`src/rtl/year_pkg.sv`:
```
// Shared constants and BCD helper functions for the year counter.
package year_pkg;

   localparam int BCD_W = 4;

   function automatic logic is_bcd_digit(input logic [BCD_W-1:0] d);
      return (d <= 4'd9);
   endfunction

   // 2-digit BCD divisible by 4: tens even with units 0/4/8, or tens odd with units 2/6.
   function automatic logic bcd_div4(input logic [7:0] v);
      logic [3:0] units;
      units = v[3:0];
      if (v[4] == 1'b0) return (units == 4'd0) || (units == 4'd4) || (units == 4'd8);
      else              return (units == 4'd2) || (units == 4'd6);
   endfunction

   // Operands are zero-extended packed BCD; unsigned compare is MSD first.
   function automatic logic bcd_in_range(input logic [31:0] val,
                                         input logic [31:0] lo,
                                         input logic [31:0] hi);
      return (val >= lo) && (val <= hi);
   endfunction

endpackage

```
`src/rtl/bcd_year_counter_digit.sv`:
```
// One BCD digit register with ripple carry/borrow; a load overrides counting.
import year_pkg::*;

module bcd_digit_updown (
   input  logic             clk,
   input  logic             rst,
   input  logic [BCD_W-1:0] rst_val,
   input  logic             ld,
   input  logic [BCD_W-1:0] ld_val,
   input  logic             inc,
   input  logic             dec,
   input  logic             cin,
   input  logic             bin,
   output logic             cout,
   output logic             bout,
   output logic [BCD_W-1:0] q
);

   logic [BCD_W-1:0] digit_d, digit_q;

   always_comb begin
      digit_d = digit_q;
      cout    = inc && cin && (digit_q == 4'd9);
      bout    = dec && bin && (digit_q == 4'd0);
      if (ld)
         digit_d = ld_val;
      else if (inc && cin)
         digit_d = (digit_q == 4'd9) ? 4'd0 : digit_q + 4'd1;
      else if (dec && bin)
         digit_d = (digit_q == 4'd0) ? 4'd9 : digit_q - 4'd1;
   end

   always_ff @(posedge clk) begin
      if (rst) digit_q <= rst_val;
      else     digit_q <= digit_d;
   end

   assign q = digit_q;

endmodule

```
`src/rtl/bcd_year_counter.sv`:
```
// N-digit BCD year counter with MIN/MAX wrap, validated load and Gregorian leap flag.
import year_pkg::*;

module bcd_year_counter #(
   parameter int                      NUM_DIGITS = 4,
   parameter logic [4*NUM_DIGITS-1:0] MIN_YEAR   = 16'h1900,
   parameter logic [4*NUM_DIGITS-1:0] MAX_YEAR   = 16'h2099,
   parameter logic [4*NUM_DIGITS-1:0] RESET_YEAR = 16'h2000
) (
   input  logic                      clk,
   input  logic                      rst,
   input  logic                      en_yr,
   input  logic                      up,
   input  logic                      down,
   input  logic                      load,
   input  logic [4*NUM_DIGITS-1:0]   load_val,
   output logic [4*NUM_DIGITS-1:0]   year_bcd,
   output logic                      leap_year,
   output logic                      wrap,
   output logic                      load_err
);

   localparam int W = BCD_W * NUM_DIGITS;

   logic          inc_req, dec_req, at_max, at_min;
   logic          load_ok, all_bcd;
   logic          dig_inc, dig_dec, dig_ld;
   logic [W-1:0]  dig_ld_val;
   logic          wrap_d, wrap_q, load_err_d, load_err_q;
   logic [NUM_DIGITS:0] cy, bw;
   logic [7:0]    yr_t, yr_h;

   always_comb begin
      all_bcd = 1'b1;
      for (int i = 0; i < NUM_DIGITS; i++)
         if (!is_bcd_digit(load_val[i*BCD_W +: BCD_W])) all_bcd = 1'b0;
   end

   assign load_ok = all_bcd && bcd_in_range(32'(load_val), 32'(MIN_YEAR), 32'(MAX_YEAR));

   // load > en_yr > manual adjust; up+down together cancel.
   assign inc_req = !load && (en_yr || (up && !down));
   assign dec_req = !load && !en_yr && down && !up;
   assign at_max  = (year_bcd == MAX_YEAR);
   assign at_min  = (year_bcd == MIN_YEAR);

   always_comb begin
      wrap_d     = (inc_req && at_max) || (dec_req && at_min);
      load_err_d = load && !load_ok;
      dig_inc    = inc_req && !at_max;
      dig_dec    = dec_req && !at_min;
      dig_ld     = (load && load_ok) || wrap_d;
      dig_ld_val = load_val;
      if (!load) dig_ld_val = at_max && inc_req ? MIN_YEAR : MAX_YEAR;
   end

   assign cy[0] = 1'b1;
   assign bw[0] = 1'b1;

   for (genvar g = 0; g < NUM_DIGITS; g++) begin : g_digit
      bcd_digit_updown u_digit (
         .clk     (clk),
         .rst     (rst),
         .rst_val (RESET_YEAR[g*BCD_W +: BCD_W]),
         .ld      (dig_ld),
         .ld_val  (dig_ld_val[g*BCD_W +: BCD_W]),
         .inc     (dig_inc),
         .dec     (dig_dec),
         .cin     (cy[g]),
         .bin     (bw[g]),
         .cout    (cy[g+1]),
         .bout    (bw[g+1]),
         .q       (year_bcd[g*BCD_W +: BCD_W])
      );
   end

   // The top carry/borrow cannot fire: the range ends are handled by the wrap load.
   logic unused_chain_end;
   assign unused_chain_end = cy[NUM_DIGITS] | bw[NUM_DIGITS];

   always_ff @(posedge clk) begin
      if (rst) begin
         wrap_q     <= 1'b0;
         load_err_q <= 1'b0;
      end else begin
         wrap_q     <= wrap_d;
         load_err_q <= load_err_d;
      end
   end

   assign wrap     = wrap_q;
   assign load_err = load_err_q;

   assign yr_t = year_bcd[7:0];
   if (NUM_DIGITS >= 4) begin : g_h4
      assign yr_h = year_bcd[15:8];
   end else if (NUM_DIGITS == 3) begin : g_h3
      assign yr_h = {4'h0, year_bcd[11:8]};
   end else begin : g_h2
      assign yr_h = 8'h00;
   end

   assign leap_year = (yr_t == 8'h00) ? bcd_div4(yr_h) : bcd_div4(yr_t);

endmodule

```
`config.mk`:
```
export PLATFORM = sky130hd
export DESIGN_NAME = bcd_year_counter
export DESIGN_NICKNAME = d
export VERILOG_FILES = /design/src/rtl/year_pkg.sv /design/src/rtl/bcd_year_counter_digit.sv /design/src/rtl/bcd_year_counter.sv
export SDC_FILE = /design/constraint.sdc
export NUM_CORES = 1
export LEC_CHECK = 0
export ABC_CLOCK_PERIOD_IN_PS = 2050
export CELL_PAD_IN_SITES_DETAIL_PLACEMENT = 0
export CELL_PAD_IN_SITES_GLOBAL_PLACEMENT = 1
export CORE_ASPECT_RATIO = 0.9
export CORE_MARGIN = 4
export CORE_UTILIZATION = 38
export CTS_BUF_LIST = sky130_fd_sc_hd__clkbuf_2 sky130_fd_sc_hd__clkbuf_4 sky130_fd_sc_hd__clkbuf_8
export DETAILED_ROUTE_END_ITERATION = 6
export GPL_TIMING_DRIVEN = 0
export PLACE_DENSITY = 0.81
export SYNTH_ARGS = -nofsm -noshare
export SYNTH_HDL_FRONTEND = slang
export SYNTH_SLANG_ARGS = --single-unit
```
`constraint.sdc`:
```
create_clock -name clk -period 2.05 [get_ports clk]
set_input_delay 0.3075 -clock clk [delete_from_list [all_inputs] [get_ports clk]]
set_output_delay 0.3075 -clock clk [all_outputs]
set_load 0.01 [all_outputs]
```
======== Yosys cells after proc, flatten, opt, wreduce, memory -nomap -nowiden ========
Index checks and enable logic that the tools add are counted.
word-level totals
  latch bits .............................. 0
  input port bits ......................... 22
  register bits ........................... 18
  bits in writable memories ............... 0
  output and inout bits ................... 19
  ROM bits ................................ 0
  memories ................................ 0
  logic and storage cells ................. 113
cells by class
  reductions and logical operators ........ 50
  multiplexer cells ....................... 29
  equality and inequality tests ........... 14
  bitwise operators ....................... 0
  magnitude comparators ................... 6
  $mul .................................... 0
  div/mod/pow operators ................... 0
  shift operators ......................... 0
  $add $sub $neg .......................... 8
operators with widths
  kind                                                                                count
  4-bit 2-to-1 mux                                                                    20
  1-bit logical AND                                                                   25
  4-bit equality test, second input constant                                          6
  4-bit by 1-bit adder with 4-bit output, second input constant                       4
  16-bit by 13-bit equality test with 1-bit output, second input constant             1
  16-bit by 14-bit equality test with 1-bit output, second input constant             1
  4-bit by 3-bit equality test with 1-bit output, second input constant               4
  16-bit by 13-bit >= comparator with 1-bit output, second input constant             1
  16-bit by 14-bit less-or-equal comparator with 1-bit output, second input constant  1
  4-bit less-or-equal comparator, second input constant                               4
  4-bit logical NOT                                                                   4
  16-bit 2-to-1 mux                                                                   1
  4-bit by 1-bit subtractor with 4-bit output, second input constant                  4
  14-bit 2-to-1 mux                                                                   1
  3-bit nonzero test                                                                  4
  1-bit logical OR                                                                    9
  4-bit by 2-bit equality test with 1-bit output, second input constant               2
  8-bit logical NOT                                                                   1
  1-bit logical NOT                                                                   7
  1-bit 2-to-1 mux                                                                    7

======== Logic depth before layout (Yosys ltp) ========
  depth in word-level cells ............... 14
  mapped depth ............................ 8
  mapped depth without buffers ............ 6

======== Modules after synthesis ========
From an unflattened synthesis, not the netlist that was laid out.
unflattened totals
  cell total of the unflattened synthesis .. 253
  area, all modules ....................... 2008.2 µm²
by module, submodules not included
  module            cells each  times used  seq. area each (µm²)  area each (µm²)
  bcd_digit_updown  48          4           120.1                 399.1
  bcd_year_counter  61          1           40.0                  411.6

======== Worst setup path after synthesis ========
OpenSTA, ideal clock, no wires.
  kind .................................... reg-to-reg
  start point ............................. reg g_digit[1].u_digit.digit_q[1]
  end point ............................... reg g_digit[3].u_digit.digit_q[0]
  setup slack ............................. 155 ps
  library setup time ...................... 67 ps
  stages on the path, launching flop included .. 9
  period minus slack after synthesis ...... 1895 ps
  path buffers ............................ 2
  required time ........................... 1983 ps
  arrival ................................. 1828 ps
  cells stage by stage .................... dfxtp_1 > buf_6 > nor4_4 > and3_1 > buf_4 > and2_2 > nor4_4 > a211o_1 > a21oi_2
on the way
  word-level cells in the longest chain between the ends .. 11
  elaborated cells on any way between the ends .. 29
  those cells by class .................... 3 x eq/ne; 4 x mux; 22 x reduce/logical
RTL lines
  element                                           line                          text
  start, declared                                   bcd_year_counter_digit.sv:19  logic [BCD_W-1:0] digit_d, digit_q;
  start signal, assigned                            bcd_year_counter_digit.sv:34  if (rst) digit_q <= rst_val;
  start signal, assigned                            bcd_year_counter_digit.sv:35  else digit_q <= digit_d;
  16-bit by 14-bit equality test with 1-bit output  bcd_year_counter.sv:44        assign at_max = (year_bcd == MAX_YEAR);
  1-bit logical NOT                                 bcd_year_counter.sv:50        dig_inc = inc_req && !at_max;
  1-bit logical AND                                 bcd_year_counter.sv:50
  1-bit logical AND (5 in series)                   bcd_year_counter_digit.sv:23  cout = inc && cin && (digit_q == 4'd9);
  1-bit logical AND                                 bcd_year_counter_digit.sv:27  else if (inc && cin)
  4-bit 2-to-1 mux                                  bcd_year_counter_digit.sv:27
  4-bit 2-to-1 mux                                  bcd_year_counter_digit.sv:25  if (ld)
  end signal, assigned                              bcd_year_counter_digit.sv:34
  end signal, assigned                              bcd_year_counter_digit.sv:35
  end, declared                                     bcd_year_counter_digit.sv:19
Parallel ways exist; a longest one is shown, timed or not.
A chain may end at the register's enable or synchronous reset.

======== Worst setup path after layout ========
  start point ............................. reg g_digit[0].u_digit.digit_q[2]
  end point ............................... reg g_digit[3].u_digit.digit_q[0]
on the way
  word-level cells in the longest chain between the ends .. 11
  elaborated cells on any way between the ends .. 29
  those cells by class .................... 3 x eq/ne; 4 x mux; 22 x reduce/logical
RTL lines
  element                                           line
  start, declared                                   bcd_year_counter_digit.sv:19
  start signal, assigned                            bcd_year_counter_digit.sv:34
  start signal, assigned                            bcd_year_counter_digit.sv:35
  16-bit by 14-bit equality test with 1-bit output  bcd_year_counter.sv:44
  1-bit logical NOT                                 bcd_year_counter.sv:50
  1-bit logical AND                                 bcd_year_counter.sv:50
  1-bit logical AND (5 in series)                   bcd_year_counter_digit.sv:23
  1-bit logical AND                                 bcd_year_counter_digit.sv:27
  4-bit 2-to-1 mux                                  bcd_year_counter_digit.sv:27
  4-bit 2-to-1 mux                                  bcd_year_counter_digit.sv:25
Parallel ways exist; a longest one is shown, timed or not.

==> implementation parameters <==
Parameter                              Value

Place
  HPWL after detailed placement ... 4150 µm
  Port Buffers ... 40
  DP Cell Count ... 337
  Worst setup slack after placement ... -0.678 ns
  Final estimated routing congestion in global placement ... 0.867

Clock tree
  CTS HTree Levels ... 1
  Clk_lat worst skew ... 0.26 ns
  CTS hold repair buffers ... 0
  Clk Tree Root Cell ... sky130_fd_sc_hd__clkbuf_8
  CTS tree ... built
  Clock buffers created by TritonCTS ... 3
  Clk sink count ... 18
  Clock transition at the register clock pins on the worst setup and hold paths after CTS ... 0.07 ns
  Number of buffers on the longest clock path ... 2

STA
  Final WS setup ... -0.0513 ns
  Number of setup violations in the final report ... 2
  Setup skew after layout ... 0.00316 ns
  RSZ-0062 raised after global routing ... yes
  Peak clock frequency supported by timing ... 476 MHz
  Period minus WS final ... 2.10 ns
  Worst hold slack after final layout ... 0.603 ns
  Pin slew with the least headroom to its limit ... 0.566 ns
  Share of the clock period used by the worst path ... 103%
  Remaining max-slew budget at the tightest pin ... 62.3%
  Hold Fails Final Rpt ... 0
  Number of slew-limit violations in the final report ... 0

Run
  Number of max-capacitance violations reported ... 0

Pwr
  Switching part of the total power ... 32.4%
  P_sw ... 339 µW
  Clk pwr share ... 24.6%
  Areal power density over the cells ... 378 nW/µm²
  Static leakage power ... 0.00102 µW
  Total internal power ... 709 µW
  Peak VDD IR ... 0.306 mV
  Share of total power in combinational logic ... 38.7%
  Fraction of power consumed by sequential logic ... 36.6%

Critical path
  Total number of cells along the worst setup path ... 8
  Last element of the critical path ... g_digit[3].u_digit.q[0]$_SDFFE_PP0P_
  Count of cells along the worst register-to-register path ... 8
  Crit path DAT ... 2.29 ns
  Launching element type of the critical path ... register
  Master of the slowest instance on the critical path ... sky130_fd_sc_hd__dfxtp_4
  Critical R2R Capture ... g_digit[3].u_digit.q[0]$_SDFFE_PP0P_
  Nature of the critical path endpoint ... register
  Maximum fanout encountered on the critical timing path ... 10
  Path type of the worst setup path ... register to register
  Largest delay contributor family on the critical path ... compound AO/OA/AOI/OAI gates
  Minimum setup slack among reg-to-reg paths ... -0.05 ns
  Reg2reg start ... g_digit[0].u_digit.q[2]$_SDFFE_PP0P_
  Data required time of the worst path ... 2.24 ns
  Largest stage delay on the critical path ... 0.36 ns
  Buf+Inv Stages, Crit Path ... 2
  Launching element of the worst setup path ... g_digit[0].u_digit.q[2]$_SDFFE_PP0P_
  Cells along the critical path ... buf_2 > and4bb_1 > o2111a_2 > buf_8 > nand2_4 > and3_2 > a211o_1 > a21oi_2

Synthesis
  Warning count from the yosys run ... 0
  Synthesized Nets ... 257
  Count of unique library cells instantiated by Yosys ... 69
  Main area contributors after synthesis ... sky130_fd_sc_hd__dfxtp_1 (20%), sky130_fd_sc_hd__a21oi_1 (4.6%), sky130_fd_sc_hd__nor4_4 (4.6%), sky130_fd_sc_hd__o21ai_0 (4.1%), sky130_fd_sc_hd__nand2_1 (3.7%)
  Area share of the largest cell type after synthesis ... 19.5%
  Number of register bits inferred by synthesis ... 18
  Proportion of synthesized flip-flops having asynchronous set or reset ... 0%
  Primary FF master, synth ... sky130_fd_sc_hd__dfxtp_1
  Post-synth top cells ... sky130_fd_sc_hd__dfxtp_1 (18), sky130_fd_sc_hd__nand2_1 (18), sky130_fd_sc_hd__nor2_1 (18)
  Post-synthesis sequential area ratio ... 19.5%
  Number of enable flip-flop cells after synthesis ... 0
  Post-synth design cell area ... 1850 µm²
  Library cell occupying the most area in the post-synthesis netlist ... sky130_fd_sc_hd__dfxtp_1
  Synthesized instance count ... 235
  Average cell area after synthesis ... 7.86 µm²

Die
  Vertical extent of the die ... 74.1 µm
  X dimension of the die ... 81.5 µm
  I/O pin cnt ... 41
  Number of placement rows ... 23
  Area of the core region ... 4580 µm²
  Initial Util ... 40.4%
  Die outline area ... 6040 µm²

Drt
  Post-route DRC ... 0
  Residual antenna-violating net count after detailed routing ... 0
  First-pass detailed-route iteration total ... 4
  WL/cell ... 16.2 µm
  Number of DRC violations after detailed-routing iteration 0 ... 148
  Vias per cell ... 5.75
  Vias after detailed routing ... 2111
  Total Routed Length ... 5960 µm

Cells and area
  Area growth from synthesis to final layout ... 49.9%
  Final core utilization ... 60.5%
  Layout cells sized above 1 ... 29.8%
  Antenna cell count ... 0
  Final-stage net count ... 329
  Count of non-filler cells in the finished layout ... 367

Global routing
  Wire length of the first global-routing pass ... 9070 µm
  Overall track demand over capacity in global routing ... 19.3%
  Initial antenna violation count ... 0
  Number of global-route vias before repair ... 1840
  Largest net degree at the start of global routing ... 11
  Overall overflow remaining after global route ... 0

Min path
  Hold Crit Class ... input pin to register

Outcome
  Violations in the final reports ... negative setup slack
  Status ... finished with violations
## flip-flops by register name, summed over array words and instances, names as in the netlist
register and count:
g_digit.u_digit.q 16, wrap 1, load_err 1
## power groups by stage
| stage | combinational, µW | sequential, µW | clock (µW) |
|---|---|---|---|
| 2_1_floorplan | 176 | 395 | 0 |
| 3_3_place_gp | 309 | 392 | 0 |
| 3_5_place_dp | 310 | 392 | 0 |
| 4_1_cts | 343 | 384 | 265 |
| 5_1_grt | 436 | 386 | 282 |
| 6_report | 406 | 384 | 258 |
## area by class of cell
cell class              count  area (µm²)
well taps                  62        77.6
multi-input cells         188        1490
fillers                   420        1810
inverters                  10        37.5
clock buffers               3        41.3
plain buffers              17         120
repair buffers             69         632
flip-flops and latches     18         373
## tightest hold or removal path: stages
cell                             delay (ns)
sky130_fd_sc_hd__dlymetal6s2s_1        0.16
sky130_fd_sc_hd__nand2_1               0.10
sky130_fd_sc_hd__o2111ai_1             0.11
sky130_fd_sc_hd__nor3b_1               0.14
## per-layer routing
metal,track usage [%],wire length [µm]
met5,0,0
met4,2.63,41
met3,4.36,438
met2,29.9,2700
met1,27.8,2780
## metrics by stage
stage          area (µm²)  total power, µW  TNS, ns
3_5_place_dp         2320              701    -7.74
4_1_cts              2510              992  -0.0419
6_report             2770             1050  -0.0533
5_1_grt              2770             1100   -0.604
2_1_floorplan        1850              571        0
3_3_place_gp         2320              701    -7.60
## kinds of logic after synthesis
logic type                Yosys count  synth area share [%]
xor gates and xnor gates            7                  3.32
muxes                               5                  3.39
buffers and inverters              29                  7.99
DFF                                18                  19.5
and+or+nand+nor                    98                  35.8
AOI/OAI and AO/OA                  78                  30.0
## worst min path at each step
stage	cells past startpoint	end	from
detailed placement	2	g_digit[1].u_digit.q[3]$_SDFFE_PP0P_	g_digit[1].u_digit.q[3]$_SDFFE_PP0P_
finish	4	g_digit[2].u_digit.q[0]$_SDFFE_PP0P_	load_val[11]
CTS	2	g_digit[1].u_digit.q[3]$_SDFFE_PP0P_	g_digit[1].u_digit.q[3]$_SDFFE_PP0P_
global placement	2	g_digit[1].u_digit.q[3]$_SDFFE_PP0P_	g_digit[1].u_digit.q[3]$_SDFFE_PP0P_
floorplan	2	g_digit[0].u_digit.q[2]$_SDFFE_PP0P_	load_val[2]
global route	2	g_digit[1].u_digit.q[2]$_SDFFE_PP0P_	g_digit[1].u_digit.q[1]$_SDFFE_PP0P_
## cell usage in the layout, fill, tap and decap left out, types with 3 or more instances in the layout
master,Yosys,final
sky130_fd_sc_hd__and3_1,4,3
sky130_fd_sc_hd__nand2b_1,4,4
sky130_fd_sc_hd__nor4_4,4,5
sky130_fd_sc_hd__a31oi_1,3,3
sky130_fd_sc_hd__o21ai_2,0,3
sky130_fd_sc_hd__nand3_1,10,10
sky130_fd_sc_hd__xnor2_1,5,5
sky130_fd_sc_hd__nand2_1,18,14
sky130_fd_sc_hd__nor4b_4,1,4
sky130_fd_sc_hd__nor3_1,4,3
sky130_fd_sc_hd__dfxtp_1,18,12
sky130_fd_sc_hd__nor2_1,18,18
sky130_fd_sc_hd__dfxtp_2,0,4
sky130_fd_sc_hd__o21ai_1,3,4
sky130_fd_sc_hd__buf_6,3,7
sky130_fd_sc_hd__dlymetal6s2s_1,0,4
sky130_fd_sc_hd__clkbuf_1,9,6
sky130_fd_sc_hd__or3_1,5,5
sky130_fd_sc_hd__clkbuf_8,0,3
sky130_fd_sc_hd__o21ai_0,15,11
sky130_fd_sc_hd__inv_1,9,9
sky130_fd_sc_hd__a21oi_1,17,16
sky130_fd_sc_hd__clkdlybuf4s50_1,0,33
sky130_fd_sc_hd__o211ai_1,5,5
sky130_fd_sc_hd__nand2_2,0,3
sky130_fd_sc_hd__a32oi_1,3,3
sky130_fd_sc_hd__a211oi_1,5,4
sky130_fd_sc_hd__and2_4,1,3
sky130_fd_sc_hd__buf_4,3,29
sky130_fd_sc_hd__mux2i_1,4,4
## repair_timing
action | in CTS | in global routing
gates resized for setup | 23 | 44
endpoints found under the setup margin | 14 | 14
pin swaps | 6 | 23
buffers inserted | 11 | 21
hold endpoints to repair | 0 | 0
(Power assumes the default switching activity.)
